===== src/rtl/mem_req_pkg.sv =====
// mem_req_pkg: shared state, size and lsV encodings for the data-side request path
package mem_req_pkg;
  typedef enum logic [1:0] {IDLE = 2'd0, REQ = 2'd1, WAIT = 2'd2, HOLD = 2'd3} state_t;
  localparam logic [1:0] SZ_BYTE = 2'd0;
  localparam logic [1:0] SZ_HALF = 2'd1;
  localparam logic [1:0] SZ_WORD = 2'd2;
  localparam logic [3:0] LS_BYTE = 4'b0001;
  localparam logic [3:0] LS_HALF = 4'b0011;
  localparam logic [3:0] LS_WORD = 4'b1111;
  function automatic logic misaligned(input logic [3:0] ls, input logic [1:0] a);
    return (ls == LS_HALF && a[0]) || (ls == LS_WORD && a != 2'b00);
  endfunction
endpackage


===== src/rtl/mem_req_pack.sv =====
// mem_req_pack: maps size mask, low address and store data to bus size, strobes, replicated data and alignment faults
module mem_req_pack
  import mem_req_pkg::*;
(
  input  logic [3:0]  ls_v,
  input  logic [1:0]  addr_lo,
  input  logic [31:0] wdata,
  input  logic        load,
  input  logic        store,
  output logic [1:0]  size,
  output logic [3:0]  wstrb,
  output logic [31:0] wdata_rep,
  output logic        adel,
  output logic        ades
);
  logic mis;
  // field encoding and misalignment detection
  always_comb begin
    mis = misaligned(ls_v, addr_lo);
    size = {ls_v[3], ls_v[1] & ~ls_v[3]};
    wstrb = store ? ls_v << addr_lo : 4'b0000;
    wdata_rep = ls_v == LS_BYTE ? {4{wdata[7:0]}} : ls_v == LS_HALF ? {2{wdata[15:0]}} : wdata;
    adel = mis & load;
    ades = mis & store;
  end
endmodule


===== src/rtl/mem_req.sv =====
// mem_req: issues one data-side load/store at a time and buffers the raw returned word for writeback
module mem_req
  import mem_req_pkg::*;
(
  input  logic        clk,
  input  logic        rst,
  input  logic        mem_valid,
  input  logic        mem_load,
  input  logic        mem_store,
  input  logic        mem_loadX,
  input  logic [3:0]  mem_lsV,
  input  logic [31:0] mem_addr,
  input  logic [31:0] mem_wdata,
  input  logic        mem_flush,
  output logic        mem_ready,
  output logic        mem_adel,
  output logic        mem_ades,
  output logic        data_req,
  output logic        data_wr,
  output logic [1:0]  data_size,
  output logic [31:0] data_addr,
  output logic [3:0]  data_wstrb,
  output logic [31:0] data_wdata,
  input  logic        data_addr_ok,
  input  logic        data_data_ok,
  input  logic [31:0] data_rdata,
  input  logic        wb_allowin,
  output logic        wb_valid,
  output logic        wb_load,
  output logic        wb_loadX,
  output logic [3:0]  wb_lsV,
  output logic [1:0]  wb_data_addr,
  output logic [31:0] wb_rdata_raw
);
  state_t state, state_n;
  logic discard, drop, accept, ret, adel_c, ades_c;
  logic [1:0] size_c;
  logic [3:0] wstrb_c;
  logic [31:0] wdata_c;

  mem_req_pack u_pack (
    .ls_v(mem_lsV), .addr_lo(mem_addr[1:0]), .wdata(mem_wdata),
    .load(mem_load), .store(mem_store),
    .size(size_c), .wstrb(wstrb_c), .wdata_rep(wdata_c),
    .adel(adel_c), .ades(ades_c)
  );

  assign mem_adel = mem_valid & adel_c;
  assign mem_ades = mem_valid & ades_c;

  // next state, handshake strobes and state-decoded outputs
  always_comb begin
    drop = discard | mem_flush;
    accept = state == IDLE && mem_valid && (mem_load | mem_store) && !mem_flush && !(adel_c | ades_c);
    ret = (state == REQ && data_addr_ok && data_data_ok) || (state == WAIT && data_data_ok);
    mem_ready = state == IDLE && !mem_flush;
    data_req = state == REQ;
    wb_valid = state == HOLD;
    state_n = state;
    case (state)
      IDLE: state_n = accept ? REQ : IDLE;
      REQ:  state_n = !data_addr_ok ? REQ : !data_data_ok ? WAIT : drop ? IDLE : HOLD;
      WAIT: state_n = !data_data_ok ? WAIT : drop ? IDLE : HOLD;
      HOLD: state_n = (mem_flush | wb_allowin) ? IDLE : HOLD;
    endcase
  end

  // state register; discard remembers a flush until the bus transaction drains
  always_ff @(posedge clk or posedge rst)
    if (rst) begin
      state <= IDLE;
      discard <= 1'b0;
    end else begin
      state <= state_n;
      discard <= state_n != IDLE && drop;
    end

  // request fields registered at acceptance so the bus sees stable values
  always_ff @(posedge clk or posedge rst)
    if (rst) begin
      data_wr <= 1'b0;
      data_size <= 2'd0;
      data_addr <= 32'd0;
      data_wstrb <= 4'd0;
      data_wdata <= 32'd0;
    end else if (accept) begin
      data_wr <= mem_store;
      data_size <= size_c;
      data_addr <= mem_addr;
      data_wstrb <= wstrb_c;
      data_wdata <= wdata_c;
    end

  // writeback attributes captured at acceptance, raw word captured on return
  always_ff @(posedge clk or posedge rst)
    if (rst) begin
      wb_load <= 1'b0;
      wb_loadX <= 1'b0;
      wb_lsV <= 4'd0;
      wb_data_addr <= 2'd0;
      wb_rdata_raw <= 32'd0;
    end else begin
      if (accept) begin
        wb_load <= mem_load;
        wb_loadX <= mem_loadX;
        wb_lsV <= mem_lsV;
        wb_data_addr <= mem_addr[1:0];
      end
      if (ret) wb_rdata_raw <= data_wr ? 32'd0 : data_rdata;
    end
endmodule


===== config.mk =====
export PLATFORM = sky130hd
export DESIGN_NAME = mem_req
export DESIGN_NICKNAME = d
export VERILOG_FILES = /design/src/rtl/mem_req_pkg.sv /design/src/rtl/mem_req_pack.sv /design/src/rtl/mem_req.sv
export SDC_FILE = /design/constraint.sdc
export NUM_CORES = 1
export LEC_CHECK = 0
export ABC_AREA = 1
export BUFFER_PORTS_ARGS = -buffer_cell sky130_fd_sc_hd__buf_4
export CAP_MARGIN = 10
export CORE_MARGIN = 2
export CORE_UTILIZATION = 50
export CTS_CLUSTER_DIAMETER = 40
export DETAILED_ROUTE_END_ITERATION = 8
export PLACE_DENSITY = 0.85
export SETUP_SLACK_MARGIN = 0.02
export SLEW_MARGIN = 25
export SYNTH_ARGS = -nofsm -noshare
export SYNTH_HDL_FRONTEND = slang
export SYNTH_SLANG_ARGS = --single-unit

===== constraint.sdc =====
create_clock -name clk -period 7.5 [get_ports clk]
set_input_delay 0.75 -clock clk [delete_from_list [all_inputs] [get_ports clk]]
set_output_delay 0.75 -clock clk [all_outputs]
set_load 0.05 [all_outputs]

==> flow_summary.json, run 1 <==
{
  "status": "finished clean",
  "die_x_um": 103,
  "ctsHoldBuffers": 0,
  "synth.area.top_cells": "dfrtp_1 56%, nand2_1 19%, o21ai_0 7.0%",
  "start_util_pct": 51.0,
  "finalClockSkew_ns": 0.0117,
  "required_ns": 7.76,
  "clk_pin_slew_ns": 0.11,
  "yosys-top-cells-count": "244 x nand2_1, 111 x dfrtp_1, 74 x inv_1, 69 x o21ai_0, 51 x nand3_1",
  "synth_edf_count": 0,
  "wl_mm": 13.5,
  "cp.arrival_ns": 3.27,
  "vias": 4674,
  "postCtsSetupRepairBufs": 0,
  "ir_drop_v": 0.000288,
  "fillers": 765,
  "drive_above_1_share_pct": 30.9,
  "avgSynthCellArea_um2": 8.11,
  "drt_iter0_drc": 226,
  "hold_ws_ns": 0.431,
  "fin_crit_ns": 3.01,
  "worstMarginPinSlew_ns": 0.991,
  "r2r_slack_ns": 4.52,
  "ys_warn_count": 0,
  "slew_headroom_pct": 33.9,
  "core_um2": 9680,
  "postRouteAntennaNets": 0,
  "diodes": 0,
  "cts_num_sinks": 111,
  "crit_path_end_kind": "register",
  "tritoncts": "done",
  "root_buffer": "clkbuf_8",
  "grt-ovfl-total": 0,
  "yosysSeqAreaShare_pct": 56.2,
  "timing.final.hold_violations": 0,
  "grt_max_degree": 99,
  "grt_pass1_vias": 4258,
  "netlist_instances": 609,
  "synth_nets": 719,
  "crit_path_max_fanout": 98,
  "synth_area_um2": 4940,
  "netlist.area_leader.share_pct": 56.2,
  "crit_path_start_kind": "input pin",
  "area_growth_pct": 37.5,
  "cts_resized": 0,
  "tns_ns": 0,
  "slew_viol_final": 0,
  "io_pins": 226,
  "yosys.area.top_type": "dfrtp_1",
  "synth_flop_cell": "dfrtp_1",
  "grt_usage_pct": 24.3,
  "ys_async_sr_fraction_pct": 100,
  "fin_nets": 925,
  "antenna_found_initial": 0,
  "fin_crit_sh_pct": 40.1,
  "synth.most_common_cell": "nand2_1",
  "htreeDepth": 3,
  "rsz0062_at_grt": "no",
  "clk_latency_ns": 0.38,
  "clockBufferDepth": 2,
  "setup_viol": 0,
  "grt_pass1_wl_mm": 20.0,
  "rows": 36,
  "gp_congestion": 0.832,
  "critPathKind": "in -> reg",
  "detail_route.wl_per_cell_um": 14.2,
  "p_per_area_nw_per_um2": 490,
  "dieArea_um2": 10700,
  "via_per_inst": 4.91,
  "yosysUniqueCellTypes": 21,
  "firstDrtPassIters": 5,
  "portBuffers": 225,
  "maxCapViolations": 0,
  "die_y_um": 103,
  "ys_ff_latch": 111,
  "hp-class": "in -> async",
  "cts_buffers": 9,
  "dp_hpwl_mm": 10.0,
  "drc_errors": 0,
  "dp_cells": 937,
  "instances_no_fill": 952,
  "leakage_uw": 0.00384,
  "fmax_ghz": 0.332
}
-- final timing paths --
| path | from | to | depth (start not counted) |
|---|---|---|---|
| setup / recovery | mem_lsV[2] | data_wdata[9]$_DFFE_PP0P_ | 7 |
| hold / removal | rst | data_addr[20]$_DFFE_PP0P_ | 2 |
| max in group asynchronous | rst | wb_rdata_raw[17]$_DFFE_PP0P_ | 3 |
| hold reg to reg | data_wdata[25]$_DFFE_PP0P_ | data_wdata[25]$_DFFE_PP0P_ | 2 |
| min in group clk | data_wdata[25]$_DFFE_PP0P_ | data_wdata[25]$_DFFE_PP0P_ | 2 |
| setup reg to reg | state[1]$_DFF_PP0_ | data_addr[10]$_DFFE_PP0P_ | 7 |
-- state kept, by name, summed over array words and instances, names as in the netlist --
| register | count |
|---|---|
| wb_lsV | 3 |
| wb_loadX | 1 |
| data_addr | 32 |
| data_wr | 1 |
| data_wstrb | 4 |
| data_wdata | 32 |
| discard | 1 |
| wb_load | 1 |
| wb_rdata_raw | 32 |
| data_size | 2 |
| state | 2 |
-- worst max-delay path, stage by stage --
cell     delay, ns
buf_4         0.13
nor2_2        0.48
nand3_2       0.20
nand3_4       0.72
inv_2         0.64
nand2_1       0.23
nand2_1       0.07
-- cell families (layout without fill, tap and decap cells) --
kind of cell           after synthesis  after routing  share of synthesized area, %
AND/OR/NAND/NOR                    312            312                          25.7
flip-flops                         111            111                          56.2
buffers and inverters              110            320                          10.2
AO/OA/AOI/OAI                       76             76                          7.88
-- routing by layer --
| metal | global-route usage (%) | vias to the layer above | wire (µm) |
|---|---|---|---|
| met5 | 0 | - | 0 |
| met2 | 41.5 | 208 | 6640 |
| met1 | 30.8 | 2178 | 5480 |
| met3 | 4.77 | 15 | 1170 |
| li1 | - | 2273 | - |
| met4 | 8.70 | 0 | 231 |
-- layout by cell type (no fill, tap or decap) --
master      count
nor2_2          1
a21oi_1         3
o21ai_0        69
o21ai_1         2
nor2_1          9
inv_4           1
inv_6           1
or2_2           1
buf_4         227
nand3_1        51
dfrtp_1       111
inv_2           3
nor3_1          3
clkinv_2        3
nand2_1       244
clkbuf_8       10
inv_1          73
clkinvlp_4      2
nand3_2         1
a21boi_4        1
a22oi_1         1
nand3_4         2
-- where the power goes --
part / internal [µW] / leakage (µW) / switching, µW / total [µW]
Sequential: 874 / 0.00139 / 171 / 1040
Clock: 128 / 0.0000845 / 199 / 327
Combinational: 540 / 0.00236 / 1420 / 1960
Total: 1540 / 0.00384 / 1790 / 3330
-- layout make-up --
cell class | instances | area, µm² | share of cell area [%]
Inverter | 78 | 297 | 4.37
Clock buffer | 10 | 138 | 2.03
Multi-Input combinational cell | 388 | 1670 | 24.7
Tap cell | 133 | 166 | 2.45
Sequential cell | 111 | 2780 | 40.9
Timing Repair Buffer | 227 | 1700 | 25.1
Clock inverter | 5 | 33.8 | 0.498
-- metrics by stage --
| step | utilization [%] | area (µm²) | setup slack [ns] | power (µW) |
|---|---|---|---|---|
| floorplan | - | 4940 | 3.82 | 2400 |
| global placement | 68.3 | 6620 | 4.15 | 2980 |
| detailed placement | 68.3 | 6620 | 4.08 | 3020 |
| CTS | 70.1 | 6790 | 4.46 | 3350 |
| global route | 70.1 | 6790 | 4.09 | 3510 |
| finish | 70.1 | 6790 | 4.49 | 3330 |
No activity file was read; power rests on OpenSTA's default activity.
==> run 2, diff against run 1 <==
--- a/config.mk
+++ b/config.mk
@@ -9,10 +9,10 @@
 export BUFFER_PORTS_ARGS = -buffer_cell sky130_fd_sc_hd__buf_4
 export CAP_MARGIN = 10
 export CORE_MARGIN = 2
-export CORE_UTILIZATION = 50
+export CORE_UTILIZATION = 42
 export CTS_CLUSTER_DIAMETER = 40
 export DETAILED_ROUTE_END_ITERATION = 8
-export PLACE_DENSITY = 0.85
+export PLACE_DENSITY = 0.76
 export SETUP_SLACK_MARGIN = 0.02
 export SLEW_MARGIN = 25
 export SYNTH_ARGS = -nofsm -noshare
==> constraint.sdc (replaced) <==
create_clock -name clk -period 2.7 [get_ports clk]
set_input_delay 0.27 -clock clk [delete_from_list [all_inputs] [get_ports clk]]
set_output_delay 0.27 -clock clk [all_outputs]
set_load 0.05 [all_outputs]
==> run 2 against run 1 <==
  * Cell area rose by 2.9%
  * Clock skew hardly changed
  * Flip-flop and latch count unchanged
  * Combinational power increased to 2.8 times the previous value
  * Via count down 0.32%
  * Sequential share of layout area decreased by 1.1 points
  * Register-to-register slack got worse by 3.7 ns
  * Sequential power increased to 2.8 times the previous value
  * Power grew to 2.9 times the previous value
  * Largest power group unchanged
  * Highest routed layer unchanged
==> flow_summary.json, run 2 (same netlist as run 1, synthesis figures left out) <==
{
  "stdcell_area_um2": 6980,
  "wl_met1_mm": 5.98,
  "drive_above_1_share_pct": 31.2,
  "multi_input_area_um2": 1670,
  "dp_hpwl_mm": 10.2,
  "fin_crit_ns": 1.93,
  "top_layer_used": "met4",
  "clk_latency_ns": 0.34,
  "wl_met2_mm": 6.61,
  "crit_path_max_fanout": 97,
  "dr_wl_met3_mm": 1.02,
  "worstMarginPinSlew_ns": 0.911,
  "required_ns": 2.98,
  "layout_common_cells": "244 x nand2_1, 228 x buf_4, 111 x dfrtp_1",
  "detail_route.wl_per_cell_um": 14.3,
  "fillers": 1011,
  "timing.rr.start": "state[1]$_DFF_PP0_",
  "htreeDepth": 3,
  "finalWorstSetupSlack_ns": 0.774,
  "tns_ns": 0,
  "hp-class": "in -> async",
  "area_growth_pct": 41.4,
  "cts_num_sinks": 111,
  "tritoncts": "done",
  "firstDrtPassIters": 4,
  "crit_path_end_kind": "register",
  "rsz0062_at_grt": "no",
  "fin_total_pwr_uw": 9730,
  "crit_path_start_kind": "register",
  "cts_resized": 0,
  "reg.largest.list": "data_addr (32), data_wdata (32), wb_rdata_raw (32)",
  "antenna_found_initial": 0,
  "critPathKind": "reg -> reg",
  "grt_pass1_vias": 4749,
  "rows": 39,
  "clockBufferDepth": 2,
  "cts_buffers": 9,
  "io_pins": 226,
  "portBuffers": 225,
  "via_per_inst": 4.82,
  "fmax_ghz": 0.519,
  "hold_ws_ns": 0.0807,
  "fin_nets": 928,
  "regArea_um2": 2780,
  "wl_mm": 13.8,
  "core_um2": 11500,
  "drc_errors": 0,
  "status": "finished clean",
  "fin_crit_sh_pct": 71.3,
  "ctsHoldBuffers": 0,
  "grt_pass1_wl_mm": 22.9,
  "ir_drop_v": 0.00106,
  "grt_usage_pct": 22.3,
  "dieArea_um2": 12600,
  "die_x_um": 112,
  "die_y_um": 112,
  "slew_viol_final": 0,
  "postCtsSetupRepairBufs": 0,
  "timing.final.hold_violations": 0,
  "leakage_uw": 0.00392,
  "setup_viol": 0,
  "cp.arrival_ns": 2.20,
  "vias": 4659,
  "maxCapViolations": 0,
  "postRouteAntennaNets": 0,
  "root_buffer": "clkbuf_16",
  "grt-ovfl-total": 0,
  "reg2reg_depth": 8,
  "diodes": 0,
  "gp_congestion": 0.847,
  "p_per_area_nw_per_um2": 1390,
  "place_area_um2": 6680,
  "drt_iter0_drc": 267,
  "final_common_cell": "nand2_1",
  "critPathLaunch": "state[1]$_DFF_PP0_",
  "finalClockSkew_ns": 0.0119,
  "start_util_pct": 43.1,
  "grt_max_degree": 112,
  "clk_pin_slew_ns": 0.08,
  "slew_headroom_pct": 39.2,
  "place_ws_ns": 0.657
}
run 2: cell count changes in the layout (fill, tap and decap cells not counted):
cell / previous run / this run
buf_4: 227 / 228
inv_4: 1 / 0
clkinvlp_4: 2 / 1
clkinv_2: 3 / 2
buf_12: 0 / 2
bufinv_16: 0 / 1
inv_6: 1 / 2
clkbuf_8: 10 / 0
clkinv_4: 0 / 3
clkbuf_16: 0 / 9
run 2: worst paths after layout:
| path | endpoint | slack [ns] |
|---|---|---|
| max in group asynchronous | data_wdata[21]$_DFFE_PP0P_ | 2.18 |
| min in group clk | data_addr[13]$_DFFE_PP0P_ | 0.12 |
| min reg2reg | data_wdata[31]$_DFFE_PP0P_ | 0.48 |
| max | data_wstrb[3]$_DFFE_PP0P_ | 0.77 |
| min | data_addr[9]$_DFFE_PP0P_ | 0.08 |
| max reg2reg | data_wstrb[3]$_DFFE_PP0P_ | 0.77 |
run 2: per-stage QoR:
step / utilization [%] / cells
final: 60.9 / 966
after global routing: 60.9 / 966
after CTS: 60.9 / 966
after detailed placement: 58.3 / 950
after global placement: 58.3 / 950
after floorplan: - / 609
run 2: worst max-delay path: stages (launching register included):
cell     delay, ns
dfrtp_1       0.44
nor2_1        0.16
nand2_1       0.10
nor2_1        0.26
nand3_4       0.10
buf_4         0.41
nor2_1        0.26
nand2_1       0.07
nand2_1       0.06
run 2: power breakdown:
part | switching (µW) | total [µW] | leakage [µW] | internal (µW)
clock | 616 | 1350 | 0.000150 | 730
sequential | 490 | 2920 | 0.00139 | 2430
combinational | 3950 | 5460 | 0.00238 | 1510
run 2: layout make-up:
| type | count | share of cell area (%) |
|---|---|---|
| clock inverter | 7 | 1.13 |
| timing repair buffer | 230 | 25.1 |
| tap | 143 | 2.56 |
| inverter | 78 | 4.26 |
| sequential | 111 | 39.8 |
| clock buffer | 9 | 3.22 |
| multi-input combinational | 388 | 24.0 |
run 2: routing by layer:
layer	vias to the layer above	track usage [%]
met3	16	5.62
met5	-	0
met2	201	35.9
met4	0	7.32
met1	2155	29.8
li1	2287	-
